## src/rtl/bit_serializer.sv

```systemverilog
// ----------------------------------------------------------------------------
// bit_serializer
//
// Purpose:
//   Accepts parallel words through a valid/ready handshake and shifts them out
//   one bit per clock on x. A single holding register lets the next word be
//   accepted while the current word is still shifting. After the last bit of
//   each word a programmable number of idle cycles is inserted.
//
// Parameters:
//   WIDTH       bits per word (>= 2)
//   GAP_CYCLES  idle cycles after each word's last bit (0 = back-to-back)
//   LSB_FIRST   0: MSB shifted first, 1: LSB shifted first
//
// Ports:
//   clk        clock, all state updates on the rising edge
//   rst        asynchronous reset, active-low
//   din        parallel word to serialize
//   din_valid  din holds a word
//   din_ready  holding register empty; word accepted when valid & ready
//   x          serial data bit (registered, 0 whenever x_valid is 0)
//   x_valid    x carries a data bit this cycle (registered)
//   last_bit   high together with the final bit of each word (registered)
//   busy       serializer not idle or holding register full
// ----------------------------------------------------------------------------
module bit_serializer #(
    parameter int WIDTH      = 8,
    parameter int GAP_CYCLES = 1,
    parameter int LSB_FIRST  = 0
) (
    input  logic             clk,
    input  logic             rst,
    input  logic [WIDTH-1:0] din,
    input  logic             din_valid,
    output logic             din_ready,
    output logic             x,
    output logic             x_valid,
    output logic             last_bit,
    output logic             busy
);

    localparam int CW = $clog2(WIDTH);
    localparam int GW = (GAP_CYCLES > 1) ? $clog2(GAP_CYCLES) : 1;
    localparam logic [CW-1:0] BIT_LAST = CW'(WIDTH - 1);
    localparam logic [GW-1:0] GAP_LAST = GW'((GAP_CYCLES > 0) ? (GAP_CYCLES - 1) : 0);

    typedef enum logic [1:0] {
        IDLE,
        SHIFT,
        GAP
    } state_t;

    state_t           state;
    state_t           state_next;
    logic [WIDTH-1:0] hold;
    logic             hold_full;
    logic             take_hold;
    logic             reload;
    logic             accept;
    logic [WIDTH-1:0] shifter;
    logic [WIDTH-1:0] shifter_next;
    logic [CW-1:0]    bit_cnt;
    logic [CW-1:0]    bit_cnt_next;
    logic [GW-1:0]    gap_cnt;
    logic [GW-1:0]    gap_cnt_next;
    logic             x_next;
    logic             x_valid_next;
    logic             last_bit_next;

    // The bit that goes out first from a word, and what remains afterwards.
    function automatic logic head_bit(input logic [WIDTH-1:0] w);
        return (LSB_FIRST != 0) ? w[0] : w[WIDTH-1];
    endfunction

    function automatic logic [WIDTH-1:0] drop_head(input logic [WIDTH-1:0] w);
        return (LSB_FIRST != 0) ? (w >> 1) : (w << 1);
    endfunction

    assign din_ready = ~hold_full;
    assign accept    = din_valid & din_ready;
    assign busy      = (state != IDLE) | hold_full;

    // Holding register. Accept and hand-over to the shifter can never collide:
    // accepting needs the register empty, handing over needs it full.
    always_ff @(posedge clk or negedge rst) begin
        if (!rst) begin
            hold      <= '0;
            hold_full <= 1'b0;
        end else if (accept) begin
            hold      <= din;
            hold_full <= 1'b1;
        end else if (take_hold) begin
            hold_full <= 1'b0;
        end
    end

    // Next-state logic. The serial outputs are registered, so this computes
    // the values x/x_valid/last_bit will show after the coming edge. The
    // shifter holds only the bits not yet presented on x; bit_cnt is the index
    // of the bit currently on x.
    always_comb begin
        state_next    = state;
        shifter_next  = shifter;
        bit_cnt_next  = bit_cnt;
        gap_cnt_next  = gap_cnt;
        take_hold     = 1'b0;
        reload        = 1'b0;
        x_next        = 1'b0;
        x_valid_next  = 1'b0;
        last_bit_next = 1'b0;

        case (state)
            IDLE: begin
                if (hold_full) begin
                    reload = 1'b1;
                end
            end
            SHIFT: begin
                if (bit_cnt != BIT_LAST) begin
                    x_next        = head_bit(shifter);
                    x_valid_next  = 1'b1;
                    shifter_next  = drop_head(shifter);
                    bit_cnt_next  = bit_cnt + 1'b1;
                    last_bit_next = (bit_cnt_next == BIT_LAST);
                end else if (GAP_CYCLES > 0) begin
                    state_next   = GAP;
                    gap_cnt_next = '0;
                end else if (hold_full) begin
                    reload = 1'b1;
                end else begin
                    state_next = IDLE;
                end
            end
            GAP: begin
                if (gap_cnt == GAP_LAST) begin
                    if (hold_full) begin
                        reload = 1'b1;
                    end else begin
                        state_next = IDLE;
                    end
                end else begin
                    gap_cnt_next = gap_cnt + 1'b1;
                end
            end
            default: begin
                state_next = IDLE;
            end
        endcase

        // Start a new word straight from the holding register: its first bit
        // appears on x right after this edge.
        if (reload) begin
            take_hold     = 1'b1;
            state_next    = SHIFT;
            shifter_next  = drop_head(hold);
            bit_cnt_next  = '0;
            x_next        = head_bit(hold);
            x_valid_next  = 1'b1;
            last_bit_next = 1'b0;
        end
    end

    // State, counters, shifter and the registered serial outputs.
    always_ff @(posedge clk or negedge rst) begin
        if (!rst) begin
            state    <= IDLE;
            shifter  <= '0;
            bit_cnt  <= '0;
            gap_cnt  <= '0;
            x        <= 1'b0;
            x_valid  <= 1'b0;
            last_bit <= 1'b0;
        end else begin
            state    <= state_next;
            shifter  <= shifter_next;
            bit_cnt  <= bit_cnt_next;
            gap_cnt  <= gap_cnt_next;
            x        <= x_next;
            x_valid  <= x_valid_next;
            last_bit <= last_bit_next;
        end
    end

endmodule

```

## config.mk

```make
export PLATFORM = sky130hd
export DESIGN_NAME = bit_serializer
export DESIGN_NICKNAME = d
export VERILOG_FILES = /design/src/rtl/bit_serializer.sv
export SDC_FILE = /design/constraint.sdc
export NUM_CORES = 1
export LEC_CHECK = 0
export BUFFER_PORTS_ARGS = -buffer_cell sky130_fd_sc_hd__buf_2
export CORE_MARGIN = 4
export CORE_UTILIZATION = 35
export CTS_BUF_LIST = sky130_fd_sc_hd__clkbuf_8
export CTS_CLUSTER_DIAMETER = 200
export CTS_CLUSTER_SIZE = 14
export DETAILED_ROUTE_END_ITERATION = 8
export GPL_TIMING_DRIVEN = 0
export SYNTH_ARGS = -nofsm -noshare
export SYNTH_HDL_FRONTEND = slang
export SYNTH_SLANG_ARGS = --single-unit
```

## constraint.sdc

```tcl
create_clock -name clk -period 4 [get_ports clk]
set_clock_uncertainty 0.2 [all_clocks]
set_input_delay 0 -clock clk [delete_from_list [all_inputs] [get_ports clk]]
set_output_delay 0 -clock clk [all_outputs]
set_load 0.03 [all_outputs]
```

==> flow_summary_export.csv <==
group,metric,value,unit
detailed_routing,post_drt_wl_per_cell,12.41,µm
cells_and_area,fin_cells,145,
power_and_ir_drop,power_density,825.0,nW/µm²
setup_path,crit_fanout,10,
setup_path,crit_type,"reg2reg",
grt,grt_pass1_vias,641,
clocking,htreeDepth,1,
cells_and_area,syn2layout_area_growth,27.40,%
placed_design,dp.cells,132,
detailed_routing,ant_nets,0,
yosys,ys_ff_latch,24,
yosys,synth_edf_count,0,
grt,track_usage,0.1068,
yosys,synth.most_common_cell,"dfrtp_1",
yosys,synthCells,86,
grt,grt_first_pass_wirelength,2939,µm
setup_path,cp_common_cell,"ha_1",
detailed_routing,dr.pass1.iters,3,
grt,grt_max_degree,25,
setup_path,crit_required,3960,ps
floorplan,placementRows,19,
setup_path,rr_startpoint,"bit_cnt[0]$_DFFE_PN0P_",
run,maxCapViolCount,0,
setup_path,rr_worst_depth,6,
sta,tns,0,ps
floorplan,start_util,0.3643,
placed_design,io_buffers,15,
yosys,yosysSeqAreaShare,0.5978,
clocking,cts_max_path_buffers,2,
setup_path,cp-start-kind,"flop",
clocking,clock_latency,270,ps
setup_path,cp_data_arrival_time,1840,ps
placed_design,dp_hpwl,1209,µm
yosys,synth_area_per_cell,11.68,µm²
setup_path,slowest_delay,420,ps
sta,worst_slew_pin_slew,525.2,ps
outcome,outcome,"finished clean",
yosys,netlist_area,1005,µm²
hold_path,min_path_type,"in2async",
floorplan,die_area,3792,µm²
yosys,synthArstFlopShare,1.000,
detailed_routing,drtIter0Drc,7,
setup_path,rrSetupSlack,2120,ps
sta,setup_viol,0,
grt,grt_overflow,0,
sta,maxSlewHeadroom,0.6499,
floorplan,fp.dieH,61.58,µm
sta,timing.final.crit_share,0.4692,
detailed_routing,vias_per_cell,4.917,
clocking,cts_sinks,24,
sta,hold_viol,0,
setup_path,worstPathCellList,"ha_1, ha_1, or3b_4, buf_6, o22ai_1, a21oi_1",
floorplan,die_w,61.58,µm
floorplan,num_io_pins,16,
sta,clock.fmax,0.5328,GHz
cells_and_area,antenna_cells,0,
setup_path,worstReg2RegEnd,"shifter[4]$_DFFE_PN0P_",
clocking,cts_root_buf,"clkbuf_8",
cells_and_area,drive_gt1_frac,0.2807,
detailed_routing,routed_wl,1799,µm
yosys,synth_top_cell_by_area,"dfrtp_1",
clocking,cts_buffers,3,
sta,fin_crit,1877,ps
floorplan,coreArea,2758,µm²
yosys,syn_nets,101,
clocking,cts_tree,"yes",
setup_path,slowest_stage,"dfrtp_1",
clocking,path_clk_slew,90,ps
setup_path,critical_path.endpoint_type,"flop",
detailed_routing,via_count,713,
yosys,yosys_warnings,0,
yosys,synth_cell_type_count,24,
power_and_ir_drop,peakVddDrop,0.0003840,V
placed_design,routabilityCongestion,0.7738,
grt,antenna_found_initial,0,
clocking,cts_setup_buffers,0,
cells_and_area,fin_nets,130,
yosys,synth.top_cells.by_area,"dfrtp_1 60%, mux2_2 9.0%, ha_1 5.0%",
yosys,synthFlopType,"dfrtp_1",
power_and_ir_drop,power_leakage,0.6068,nW
detailed_routing,drc,0,
sta,final_max_slew_viol_count,0,
yosys,synth_commonest_cells,"24 x dfrtp_1, 8 x mux2_2, 6 x nor2_1, 6 x o22ai_1",
sta,rsz0062_at_grt,"false",
yosys,synth_top_area_frac,0.5978,
-- critical path, delay by kind of cell, from the launching register on --
family	cells	cell delay [ps]
flops	1	420
fa+ha+maj	2	420
buf+inv	1	150
simple gates	1	390
compound gates	2	190
-- cells in the final DEF (no fill, tap or decap), types with 3 or more instances in the layout --
master,count
inv_1,5
ha_1,4
buf_2,17
o21ai_1,4
a21oi_1,5
nand2_1,5
mux2_2,8
dfrtp_1,24
dlygate4sd3_1,9
nand3_1,4
nor2_1,6
o22ai_1,6
clkbuf_8,3
-- what timing repair did --
action	in CTS	in global routing
hold endpoints to repair	32	0
hold buffers	9	0
setup endpoints to repair	0	0
gates resized for setup	0	0
-- flip-flops by register name (all words and copies together) (netlist names) --
register,flops
x_valid,1
x,1
hold_full,1
hold,8
shifter,7
last_bit,1
bit_cnt,3
state,2
-- how the worst max path moves through the flow --
| stage | cells after the start | start | endpoint | slack [ps] |
|---|---|---|---|---|
| 5_1_grt | 6 | bit_cnt[0]$_DFFE_PN0P_ | shifter[2]$_DFFE_PN0P_ | 2050 |
| 3_5_place_dp | 6 | bit_cnt[0]$_DFFE_PN0P_ | shifter[4]$_DFFE_PN0P_ | 2140 |
| 2_1_floorplan | 6 | bit_cnt[0]$_DFFE_PN0P_ | shifter[2]$_DFFE_PN0P_ | 2230 |
| 3_3_place_gp | 6 | bit_cnt[0]$_DFFE_PN0P_ | shifter[2]$_DFFE_PN0P_ | 2160 |
| 6_report | 6 | bit_cnt[0]$_DFFE_PN0P_ | shifter[4]$_DFFE_PN0P_ | 2120 |
| 4_1_cts | 6 | bit_cnt[0]$_DFFE_PN0P_ | shifter[4]$_DFFE_PN0P_ | 2130 |
-- final cells by class --
cell class	count	area [µm²]
sequential	24	600.6
inverter	5	18.77
tap	31	38.79
clock buffer	3	41.29
fill	264	1478
clock inverter	1	30.03
buffer	5	32.53
multi-input combinational	52	352.8
timing repair buffer	24	165.2
-- logic make-up after synthesis --
family,Yosys count,share of synthesized area
AO/OA/AOI/OAI,18,0.1009
adder cells (fa/ha/maj),4,0.04982
flip-flops,24,0.5978
AND/OR/NAND/NOR,22,0.1108
multiplexers,8,0.08967
buffers and inverters,10,0.05106
-- metrics by stage --
step	util	worst slack, ps	power, mW	hold WS [ps]	area (µm²)
after floorplan	-	2234	0.7474	-495.6	1005
after global placement	0.4056	2160	0.8375	-188.5	1119
after detailed placement	0.4056	2137	0.8489	-183.4	1119
after CTS	0.4642	2126	1.072	65.62	1280
after global routing	0.4642	2046	1.134	116.0	1280
final	0.4642	2123	1.056	38.63	1280
-- where the power goes --
part	leakage (nW)	switching, mW	internal [mW]	total, mW
Clock	0.0357	0.0798	0.134	0.214
Sequential	0.287	0.0659	0.362	0.428
Combinational	0.284	0.223	0.192	0.414
-- per-layer routing --
layer	part of all wire	wire length [µm]	GRT usage
met1	0.47	846	0.1384
met2	0.48	855	0.1659
met3	0.038	68	0.02516
met4	0.016	29	0.05455
met5	0	0	0
No activity file was read; power rests on OpenSTA's default activity.
